### src/rtl/picomips_pkg.sv
// Shared opcodes, FSM encodings, flag positions and ALU functions for the
// multi-cycle picoMIPS core.
package picomips_pkg;

   localparam logic [5:0] OP_NOP    = 6'd0;
   localparam logic [5:0] OP_ADD    = 6'd1;
   localparam logic [5:0] OP_SUB    = 6'd2;
   localparam logic [5:0] OP_AND    = 6'd3;
   localparam logic [5:0] OP_OR     = 6'd4;
   localparam logic [5:0] OP_ADDI   = 6'd5;
   localparam logic [5:0] OP_SUBI   = 6'd6;
   localparam logic [5:0] OP_BEQ    = 6'd7;
   localparam logic [5:0] OP_BNE    = 6'd8;
   localparam logic [5:0] OP_J      = 6'd9;
   localparam logic [5:0] OP_WAITSW = 6'd10;
   localparam logic [5:0] OP_OUT    = 6'd11;
   localparam logic [5:0] OP_HALT   = 6'd12;

   localparam logic [2:0] S_IDLE  = 3'd0;
   localparam logic [2:0] S_FETCH = 3'd1;
   localparam logic [2:0] S_EXEC  = 3'd2;
   localparam logic [2:0] S_WAIT  = 3'd3;
   localparam logic [2:0] S_HALT  = 3'd4;

   typedef enum logic [2:0] {
      ST_IDLE  = S_IDLE,
      ST_FETCH = S_FETCH,
      ST_EXEC  = S_EXEC,
      ST_WAIT  = S_WAIT,
      ST_HALT  = S_HALT
   } state_t;

   // Flag vector is packed {C,V,N,Z}.
   localparam int FLAG_Z = 0;
   localparam int FLAG_N = 1;
   localparam int FLAG_V = 2;
   localparam int FLAG_C = 3;

   typedef enum logic [1:0] {ALU_ADD, ALU_SUB, ALU_AND, ALU_OR} alu_func_t;

   typedef struct packed {
      state_t     state;
      logic [3:0] flags;
   } core_dbg_t;

endpackage

### src/rtl/picomips_mc_alu.sv
// Combinational ALU: add/sub/and/or with {C,V,N,Z} flags, result wraps mod 2**n.
module picomips_mc_alu
   import picomips_pkg::*;
#(
   parameter int n = 8
) (
   input  logic [n-1:0] a,
   input  logic [n-1:0] b,
   input  alu_func_t    func,
   output logic [n-1:0] result,
   output logic [3:0]   flags
);

   logic [n:0] sum;
   logic       c;
   logic       v;

   // For SUB the extra bit of the (n+1)-bit difference is the unsigned borrow.
   always_comb begin
      sum    = '0;
      result = '0;
      c      = 1'b0;
      v      = 1'b0;
      case (func)
         ALU_ADD: begin
            sum    = {1'b0, a} + {1'b0, b};
            result = sum[n-1:0];
            c      = sum[n];
            v      = (a[n-1] == b[n-1]) && (result[n-1] != a[n-1]);
         end
         ALU_SUB: begin
            sum    = {1'b0, a} - {1'b0, b};
            result = sum[n-1:0];
            c      = sum[n];
            v      = (a[n-1] != b[n-1]) && (result[n-1] != a[n-1]);
         end
         ALU_AND: result = a & b;
         ALU_OR:  result = a | b;
         default: result = '0;
      endcase
      flags         = '0;
      flags[FLAG_C] = c;
      flags[FLAG_V] = v;
      flags[FLAG_N] = result[n-1];
      flags[FLAG_Z] = (result == '0);
   end

endmodule

### src/rtl/picomips_mc_core.sv
// Multi-cycle picoMIPS core: req/ack instruction fetch, register file,
// compare-and-branch, switch wait, registered LED port and HALT.
module picomips_mc_core
   import picomips_pkg::*;
#(
   parameter  int n     = 8,
   parameter  int A     = 5,
   parameter  int Psize = 6,
   localparam int Isize = 6 + 2 * A + n
) (
   input  logic             clk,
   input  logic             reset,
   output logic             imem_req,
   output logic [Psize-1:0] imem_addr,
   input  logic             imem_ack,
   input  logic [Isize-1:0] imem_rdata,
   input  logic [n-1:0]     sw,
   input  logic             sw_strobe,
   output logic [n-1:0]     led,
   output logic             led_valid,
   output logic             halted,
   output core_dbg_t        dbg
);

   state_t           state;
   logic [Psize-1:0] pc;
   logic [Isize-1:0] ir;
   logic [n-1:0]     rf [2**A];
   logic [3:0]       flags;

   logic [5:0]       op;
   logic [A-1:0]     rd;
   logic [A-1:0]     rs;
   logic [n-1:0]     imm;
   logic [n-1:0]     rd_val;
   logic [n-1:0]     rs_val;

   logic             alu_en;
   alu_func_t        alu_func;
   logic [n-1:0]     alu_b;
   logic [n-1:0]     alu_result;
   logic [3:0]       alu_flags;

   logic [Psize-1:0] pc_inc;
   logic [n-1:0]     br_sum;
   logic [Psize-1:0] next_pc;

   assign op     = ir[Isize-1 -: 6];
   assign rd     = ir[n+2*A-1 : n+A];
   assign rs     = ir[n+A-1 : n];
   assign imm    = ir[n-1:0];
   assign rd_val = (rd == '0) ? '0 : rf[rd];
   assign rs_val = (rs == '0) ? '0 : rf[rs];

   always_comb begin
      alu_en   = 1'b0;
      alu_func = ALU_ADD;
      alu_b    = rs_val;
      case (op)
         OP_ADD:  alu_en = 1'b1;
         OP_SUB:  begin alu_en = 1'b1; alu_func = ALU_SUB; end
         OP_AND:  begin alu_en = 1'b1; alu_func = ALU_AND; end
         OP_OR:   begin alu_en = 1'b1; alu_func = ALU_OR;  end
         OP_ADDI: begin alu_en = 1'b1; alu_b = imm; end
         OP_SUBI: begin alu_en = 1'b1; alu_func = ALU_SUB; alu_b = imm; end
         default: alu_en = 1'b0;
      endcase
   end

   picomips_mc_alu #(.n(n)) u_alu (
      .a      (rd_val),
      .b      (alu_b),
      .func   (alu_func),
      .result (alu_result),
      .flags  (alu_flags)
   );

   // Branch offset summed at n bits then truncated; Psize <= n keeps this mod 2**Psize.
   assign pc_inc = pc + Psize'(1);
   assign br_sum = n'(pc) + n'(1) + imm;

   always_comb begin
      next_pc = pc_inc;
      case (op)
         OP_J:    next_pc = imm[Psize-1:0];
         OP_BEQ:  if (flags[FLAG_Z])  next_pc = br_sum[Psize-1:0];
         OP_BNE:  if (!flags[FLAG_Z]) next_pc = br_sum[Psize-1:0];
         default: next_pc = pc_inc;
      endcase
   end

   always_ff @(posedge clk or negedge reset) begin
      if (!reset) begin
         state     <= ST_IDLE;
         pc        <= '0;
         ir        <= '0;
         flags     <= '0;
         led       <= '0;
         led_valid <= 1'b0;
         for (int i = 0; i < 2**A; i++) rf[i] <= '0;
      end else begin
         led_valid <= 1'b0;
         case (state)
            ST_IDLE:  state <= ST_FETCH;
            ST_FETCH: if (imem_ack) begin
               ir    <= imem_rdata;
               state <= ST_EXEC;
            end
            ST_EXEC: begin
               pc <= next_pc;
               if (alu_en) begin
                  flags <= alu_flags;
                  if (rd != '0) rf[rd] <= alu_result;
               end
               if (op == OP_OUT) begin
                  led       <= rd_val;
                  led_valid <= 1'b1;
               end
               if (op == OP_WAITSW)    state <= ST_WAIT;
               else if (op == OP_HALT) state <= ST_HALT;
               else                    state <= ST_FETCH;
            end
            ST_WAIT: if (sw_strobe) begin
               rf[1] <= sw;
               state <= ST_FETCH;
            end
            ST_HALT:  state <= ST_HALT;
            default:  state <= ST_IDLE;
         endcase
      end
   end

   assign imem_req  = (state == ST_FETCH);
   assign imem_addr = pc;
   assign halted    = (state == ST_HALT);
   assign dbg       = '{state: state, flags: flags};

endmodule

### config.mk
export PLATFORM = sky130hd
export DESIGN_NAME = picomips_mc_core
export DESIGN_NICKNAME = d
export VERILOG_FILES = /design/src/rtl/picomips_pkg.sv /design/src/rtl/picomips_mc_alu.sv /design/src/rtl/picomips_mc_core.sv
export SDC_FILE = /design/constraint.sdc
export NUM_CORES = 1
export LEC_CHECK = 0
export ABC_AREA = 1
export CORE_MARGIN = 4
export CORE_UTILIZATION = 45
export CTS_BUF_LIST = sky130_fd_sc_hd__clkbuf_16
export CTS_CLUSTER_DIAMETER = 60
export CTS_CLUSTER_SIZE = 20
export DETAILED_ROUTE_END_ITERATION = 8
export HOLD_SLACK_MARGIN = 0.06
export SLEW_MARGIN = 5
export SYNTH_ARGS = -nofsm -noshare
export SYNTH_HDL_FRONTEND = slang
export SYNTH_SLANG_ARGS = --single-unit
export TNS_END_PERCENT = 30
### constraint.sdc
create_clock -name clk -period 3.7 [get_ports clk]
set_input_delay 1.11 -clock clk [delete_from_list [all_inputs] [get_ports clk]]
set_output_delay 1.11 -clock clk [all_outputs]
set_load 0.05 [all_outputs]
==> results of run 1 <==
-- layer usage --
| metal | global-route usage, % | wire (um) | up-vias | share of wire (%) |
|---|---|---|---|---|
| li1 | - | - | 7856 | - |
| met3 | 5.326 | 5892 | 196 | 9.0 |
| met1 | 41.13 | 26340 | 8306 | 40 |
| met2 | 48.68 | 29640 | 923 | 45 |
| met5 | 0 | 0 | - | 0 |
| met4 | 14.63 | 3488 | 0 | 5.3 |
-- critical path, cell delays in order, from the launching register on --
cell	delay [ps]
dfrtp_2	460
buf_6	160
clkbuf_16	170
a21oi_1	170
a21oi_2	90
o22ai_2	210
a21oi_2	50
o211ai_1	300
buf_4	190
o21ai_4	80
buf_6	140
fa_2	360
a21oi_2	130
nor2_1	60
nor2_1	110
nor2_1	70
o21ai_1	170
nand2_1	90
nand2_2	90
nand3_2	80
nand3_4	220
buf_12	190
nand2_1	70
o21ai_1	100
-- cell usage after synthesis (all sizes together) (4+ instances only) --
cell type	count
a21oi	186
nor2	85
a211oi	4
ha	29
nand2	512
buf	38
dfrtp	302
clkinv	5
o2111ai	6
nand4	7
o21ai	304
nor4	12
o221ai	38
a31oi	9
a22oi	97
nand3	69
o21a	4
nand3b	6
o211ai	6
o22ai	53
xor2	8
inv	207
clkbuf	85
nor3	39
-- flip-flops by register name, summed over array words and instances (netlist names) --
register   count
imem_addr      6
flags          4
ir            24
led_valid      1
state          3
led            8
rf           256
-- cell families after synthesis --
kind of cell	share of synthesized area, %
AO/OA/AOI/OAI	25.06
XOR/XNOR	0.4215
adder cells (fa/ha/maj)	2.544
buffers and inverters	7.963
flip-flops	45.46
multiplexers	0.1355
AND/OR/NAND/NOR	18.41
-- worst paths after layout --
kind                       startpoint      end  slack [ps]  cells past startpoint
setup / recovery                ir[8]  rf[134]        -160                     23
hold / removal                rf[253]  rf[253]         380                      0
setup reg to reg                ir[8]  rf[134]        -160                     23
hold reg to reg               rf[253]  rf[253]         380                      0
max in group asynchronous       reset  rf[218]        2260                      2
min in group asynchronous       reset  rf[102]         530                      1
-- per-stage QoR --
step	TNS, ps	area [um^2]	std cells	setup slack (ps)	utilization [%]
2_1_floorplan	-197.0	16630	2128	-10.77	-
3_3_place_gp	-48070	19270	2765	-441.2	52.76
3_5_place_dp	-53310	19270	2765	-486.5	52.76
4_1_cts	-1890	21750	2862	-75.78	59.55
5_1_grt	-24170	22450	2877	-272.6	61.46
6_report	-8370	22450	2877	-161.4	61.46
-- area by class of cell --
cell class,instances,share of cell area [%]
Sequential cell,302,33.67
Clock buffer,37,4.125
Timing Repair Buffer,338,15.16
Inverter,212,3.634
Multi-Input combinational cell,1491,38.95
Clock inverter,29,1.851
Tap cell,468,2.609
-- power by group through the flow --
stage,sequential [mW],clock (mW),combinational [mW]
CTS,4.16,4.05,11.3
finish,4.19,4.00,12.7
global route,4.23,4.20,13.3
floorplan,4.24,0,5.02
detailed placement,4.19,0,9.67
global placement,4.19,0,9.60
-- what timing repair did --
action                     4_1_cts  5_1_grt
pin swaps                       65       62
gates resized for setup        183      146
gates cloned                     7       10
buffers inserted                25       11
setup endpoints to repair      187      170
==> reports/metrics.csv, run 1 <==
stage,metric,value,unit
sta,hold_ws,378.1,ps
synth,syn_nets,2196,
synth,synth_cell_type_count,48,
critical_path,crit_arrival,4330,ps
grt,grt_antenna_before_repair,0,
grt,grt_pass1_vias,16640,
cts,path_clk_slew,70,ps
power_and_ir_drop,p_leak,9.755,nW
placed_design,gp_congestion,0.9483,
floorplan,dieArea,0.04008,mm^2
route,dr.pass1.iters,6,
critical_path,cp_max_fo,10,
synth,synth_edf_count,0,
route,drtAntennaViolNets,0,
synth,yosys.area.top_type,dfrtp_1,
route,viasPerCell,6.007,
floorplan,chipHeight,200.2,um
cts,cts_hold_buf,0,
run_status,violations,negative setup slack,
cts,cts_buffers,36,
floorplan,start_util,45.52,%
synth,netlist_area,0.01662,mm^2
layout,multi_input_area,0.008743,mm^2
floorplan,ios,60,
layout,layout.nets,2449,
synth,synth_area_leaders,"dfrtp_1 (45%), nand2_1 (11%), o21ai_0 (6.9%), a21oi_1 (5.6%), a22oi_1 (4.4%)",
sta,setup_viol,114,
power_and_ir_drop,total_power,20.90,mW
floorplan,core_area,0.03652,mm^2
cts,clock_latency,550,ps
route,drcViolationCount,0,
route,routedWlPerCell,22.72,um
power_and_ir_drop,internal_power,11.09,mW
synth,avgSynthCellArea,7.812,um^2
sta,fin_crit_sh,104.4,%
power_and_ir_drop,pwr-share-seq,20.0,%
placed_design,hpwlAfterDp,44300,um
power_and_ir_drop,power_switching,9.812,mW
floorplan,num_rows,70,
synth,synth-seq-cells,302,
synth,synth-async-reset-ratio,100.0,%
sta,relSlewSlack,33.36,%
critical_path,required,4170,ps
synth,syn-instance-count,2128,
power_and_ir_drop,swShare,46.94,%
cts,cts_tree,done,
floorplan,fp.dieW,200.2,um
power_and_ir_drop,power_frac_clock,19.2,%
layout,final_cell_mix,"nand2_1 (470), dfrtp_1 (301), buf_4 (208)",
cts,root_buffer,clkbuf_16,
sta,clock-skew-final,27.52,ps
route,drt_wl_total,65360,um
route,drt_iter0_drc,1719,
power_and_ir_drop,p_comb_share,60.8,%
critical_path,critPathKind,register to register,
route,vias,17280,
layout,fill_cells,3168,
sta,fmax,0.2590,GHz
layout,drive_above_1_share,25.20,%
synth,synth_ff_type,dfrtp_1,
run_status,status,"complete, but fails checks",
sta,min_period,3861,ps
sta,worst_slew_pin_slew,991.9,ps
grt,grt_pass1_wl,97770,um
cts,htreeDepth,2,
cts,cts.sinks,302,
grt,grt_max_degree,73,
synth,synth_warnings,0,
layout,final_common_cell,nand2_1,
power_and_ir_drop,irDropWorstVdd,0.6322,mV
run,drv_cap,0,
layout,diodes,0,
sta,finalHoldViolations,0,
sta,worst_slack,-161.4,ps
layout,regArea,0.007559,mm^2
cts,cts.path.max_buffers,3,
critical_path,cp-start-kind,register,
power_and_ir_drop,power.density,931.2,mW/mm^2
synth,synth_top_area_share,45.46,%
sta,maxSlewViolCount,0,
layout,syn_to_final_growth,35.04,%
grt,grt_use_total,30.67,%
grt,grt_overflow,0,
worst_hold_path,hold_class,register to register,
critical_path,cp-end-kind,register,
synth,ys_seq_area_share,45.46,%
placed_design,io_buffers,59,
sta,rsz0062_at_grt,yes,
Power figures use the tool's default switching activity.
==> inputs of run 2 (changes only) <==
CORE_UTILIZATION = 32   (was 45)
clock period = 3.95 ns   (was 3.7 ns; I/O delays follow)
==> run 2 against run 1 <==
Against the previous run: the run still ends with negative setup slack left; largest cell class unchanged; first-iteration DRC count increased by 17%; sequential share of layout area increased by 2.4 points; global-route usage down 9.1 points; clock power shrank 21%; via count shrank 3.3%; critical endpoint is now rf[246]; final area is 6.5% lower; power fell by 17%; worst setup slack better by 150 ps; largest power group unchanged; hold slack improved by 2.5 ps; combinational power is 20% lower; sequential cell count stayed put.
==> reports/metrics.csv, run 2 (same netlist as run 1, synthesis figures left out) <==
stage,metric,value,unit
floorplan,start_util,32.34,%
route,viasPerCell,5.595,
cts,cts_buffers,31,
grt,grt_use_total,21.54,%
placed_design,pre_cts_slack,-201.1,ps
sta,worst_slew_pin_slew,803.7,ps
route,drt_iter0_drc,2007,
layout,final_area,0.02099,mm^2
floorplan,ios,60,
cts,path_clk_slew,70,ps
placed_design,io_buffers,59,
floorplan,fp.dieW,235.9,um
critical_path,cp_max_fo,26,
floorplan,num_rows,83,
cts,cts.sinks,302,
layout,largest_reg_flops,256,
critical_path,crit_arrival,4500,ps
layout,final_common_cell,nand2_1,
critical_path,cp_slowest_cell,dfrtp_1,
sta,clock-skew-final,26.25,ps
cts,root_buffer,clkbuf_16,
sta,fmax,0.2523,GHz
grt,grt_pass1_vias,16170,
layout,syn_to_final_growth,26.27,%
critical_path,critPathMaxStageDelay,420,ps
layout,layout.nets,2349,
grt,grt_overflow,0,
sta,worst_slack,-13.16,ps
floorplan,chipHeight,235.9,um
route,vias,16710,
route,drt_wl_total,63760,um
run,drv_cap,0,
layout,top_register,rf,
sta,maxSlewViolCount,0,
sta,finalHoldViolations,0,
critical_path,critPathKind,register to register,
layout,final_cell_mix,"nand2_1 (492), dfrtp_1 (299), o21ai_0 (220)",
run_status,violations,negative setup slack,
placed_design,gp_congestion,0.9551,
critical_path,required,4480,ps
placed_design,dpl-instance-area,0.01913,mm^2
layout,reg.largest.list,"rf (256), ir (24), led (8)",
sta,rsz0062_at_grt,yes,
grt,grt_pass1_wl,95480,um
route,drcViolationCount,0,
cts,cts_tree,done,
critical_path,cp-end-kind,register,
run_status,status,"complete, but fails checks",
critical_path,critical_path_buf_inv_count,7,
floorplan,core_area,0.05141,mm^2
cts,htreeDepth,1,
critical_path,crit_top_cell,nand2_2,
route,drtAntennaViolNets,0,
route,routedWlPerCell,21.35,um
route,dr.pass1.iters,7,
power_and_ir_drop,power.density,824.7,mW/mm^2
critical_path,crit_family,simple AND/OR/NAND/NOR gates,
cts,clock_latency,600,ps
grt,grt_max_degree,80,
sta,setup_viol,9,
power_and_ir_drop,irDropWorstVdd,0.4602,mV
worst_hold_path,hold_class,register to register,
sta,min_period,3963,ps
power_and_ir_drop,p_leak,8.972,nW
grt,grt_antenna_before_repair,1,
critical_path,cp-start-kind,register,
sta,relSlewSlack,46.01,%
placed_design,hpwlAfterDp,44230,um
sta,fin_crit_sh,100.3,%
layout,drive_above_1_share,17.43,%
cts,cts.path.max_buffers,3,
floorplan,dieArea,0.05566,mm^2
==> run 2: changes by cell type in the layout (fill, tap and decap cells not counted), moves of 8 or more <==
cell / before / now
buf_4: 208 / 137
o21ai_0: 184 / 220
o21ai_1: 103 / 78
a22oi_1: 65 / 89
a22oi_2: 32 / 8
nand2_1: 470 / 492
a21oi_1: 147 / 168
a21oi_2: 37 / 17
nand2_2: 37 / 17
buf_6: 26 / 13
clkbuf_16: 46 / 36
o21ai_2: 16 / 6
o221ai_1: 21 / 29
==> run 2: timing repair <==
action                                 CTS  global route
hold buffers                             0             0
setup endpoints to repair              125           188
endpoints found under the hold margin    0             0
pin swaps                                2            36
cloned                                   0             7
resized for setup                       16           110
setup buffers                            0            10
==> run 2: final timing paths <==
kind	start	end	slack, ps	cells past startpoint
hold / removal	rf[253]	rf[253]	380	0
max in group asynchronous	reset	rf[140]	2510	2
setup / recovery	ir[14]	rf[246]	-10	25
setup reg to reg	ir[14]	rf[246]	-10	25
hold reg to reg	rf[253]	rf[253]	380	0
min in group asynchronous	reset	rf[4]	610	1
==> run 2: per-layer routing <==
layer | track usage, % | wire length, um
met1 | 29.08 | 26270
met2 | 34.56 | 29260
met3 | 3.648 | 5506
met4 | 8.560 | 2730
met5 | 0 | 0
==> run 2: stage by stage <==
| stage | total power, mW | hold slack [ps] | std cells | util (%) | TNS, ps |
|---|---|---|---|---|---|
| floorplan | 8.662 | 429.0 | 2128 | - | 0 |
| global placement | 12.65 | 368.6 | 2912 | 37.22 | -4600 |
| detailed placement | 12.76 | 368.4 | 2912 | 37.22 | -11940 |
| CTS | 16.01 | 385.0 | 2970 | 39.45 | 0 |
| global route | 18.14 | 410.2 | 2986 | 40.83 | -6047 |
| finish | 17.31 | 380.7 | 2987 | 40.83 | -40.28 |
==> run 2: cell type report <==
cell class,instances,area (um^2)
Antenna cell,1,2.502
Sequential cell,302,7561
Tap cell,680,850.8
Timing Repair Buffer,243,2471
Multi-Input combinational cell,1491,8195
Clock buffer,31,775.7
Inverter,212,805.8
Clock inverter,27,327.8
Fill cell,5154,30420
==> run 2: report_power, final <==
part | internal (mW) | switching, mW | leakage, nW | total (mW)
clock network | 1.66 | 1.51 | 0.530 | 3.16
logic | 3.76 | 6.47 | 4.34 | 10.2
registers | 3.51 | 0.407 | 4.10 | 3.92
total | 8.92 | 8.39 | 8.97 | 17.3
==> run 2: worst register-to-register path: cells and delay by family, from the launching register on <==
family | cells | cell delay, ps
AO/OA/AOI/OAI | 5 | 690
AND/OR/NAND/NOR | 12 | 1340
flip-flops | 1 | 420
adder cells (fa/ha/maj) | 1 | 400
buffers and inverters | 7 | 1080
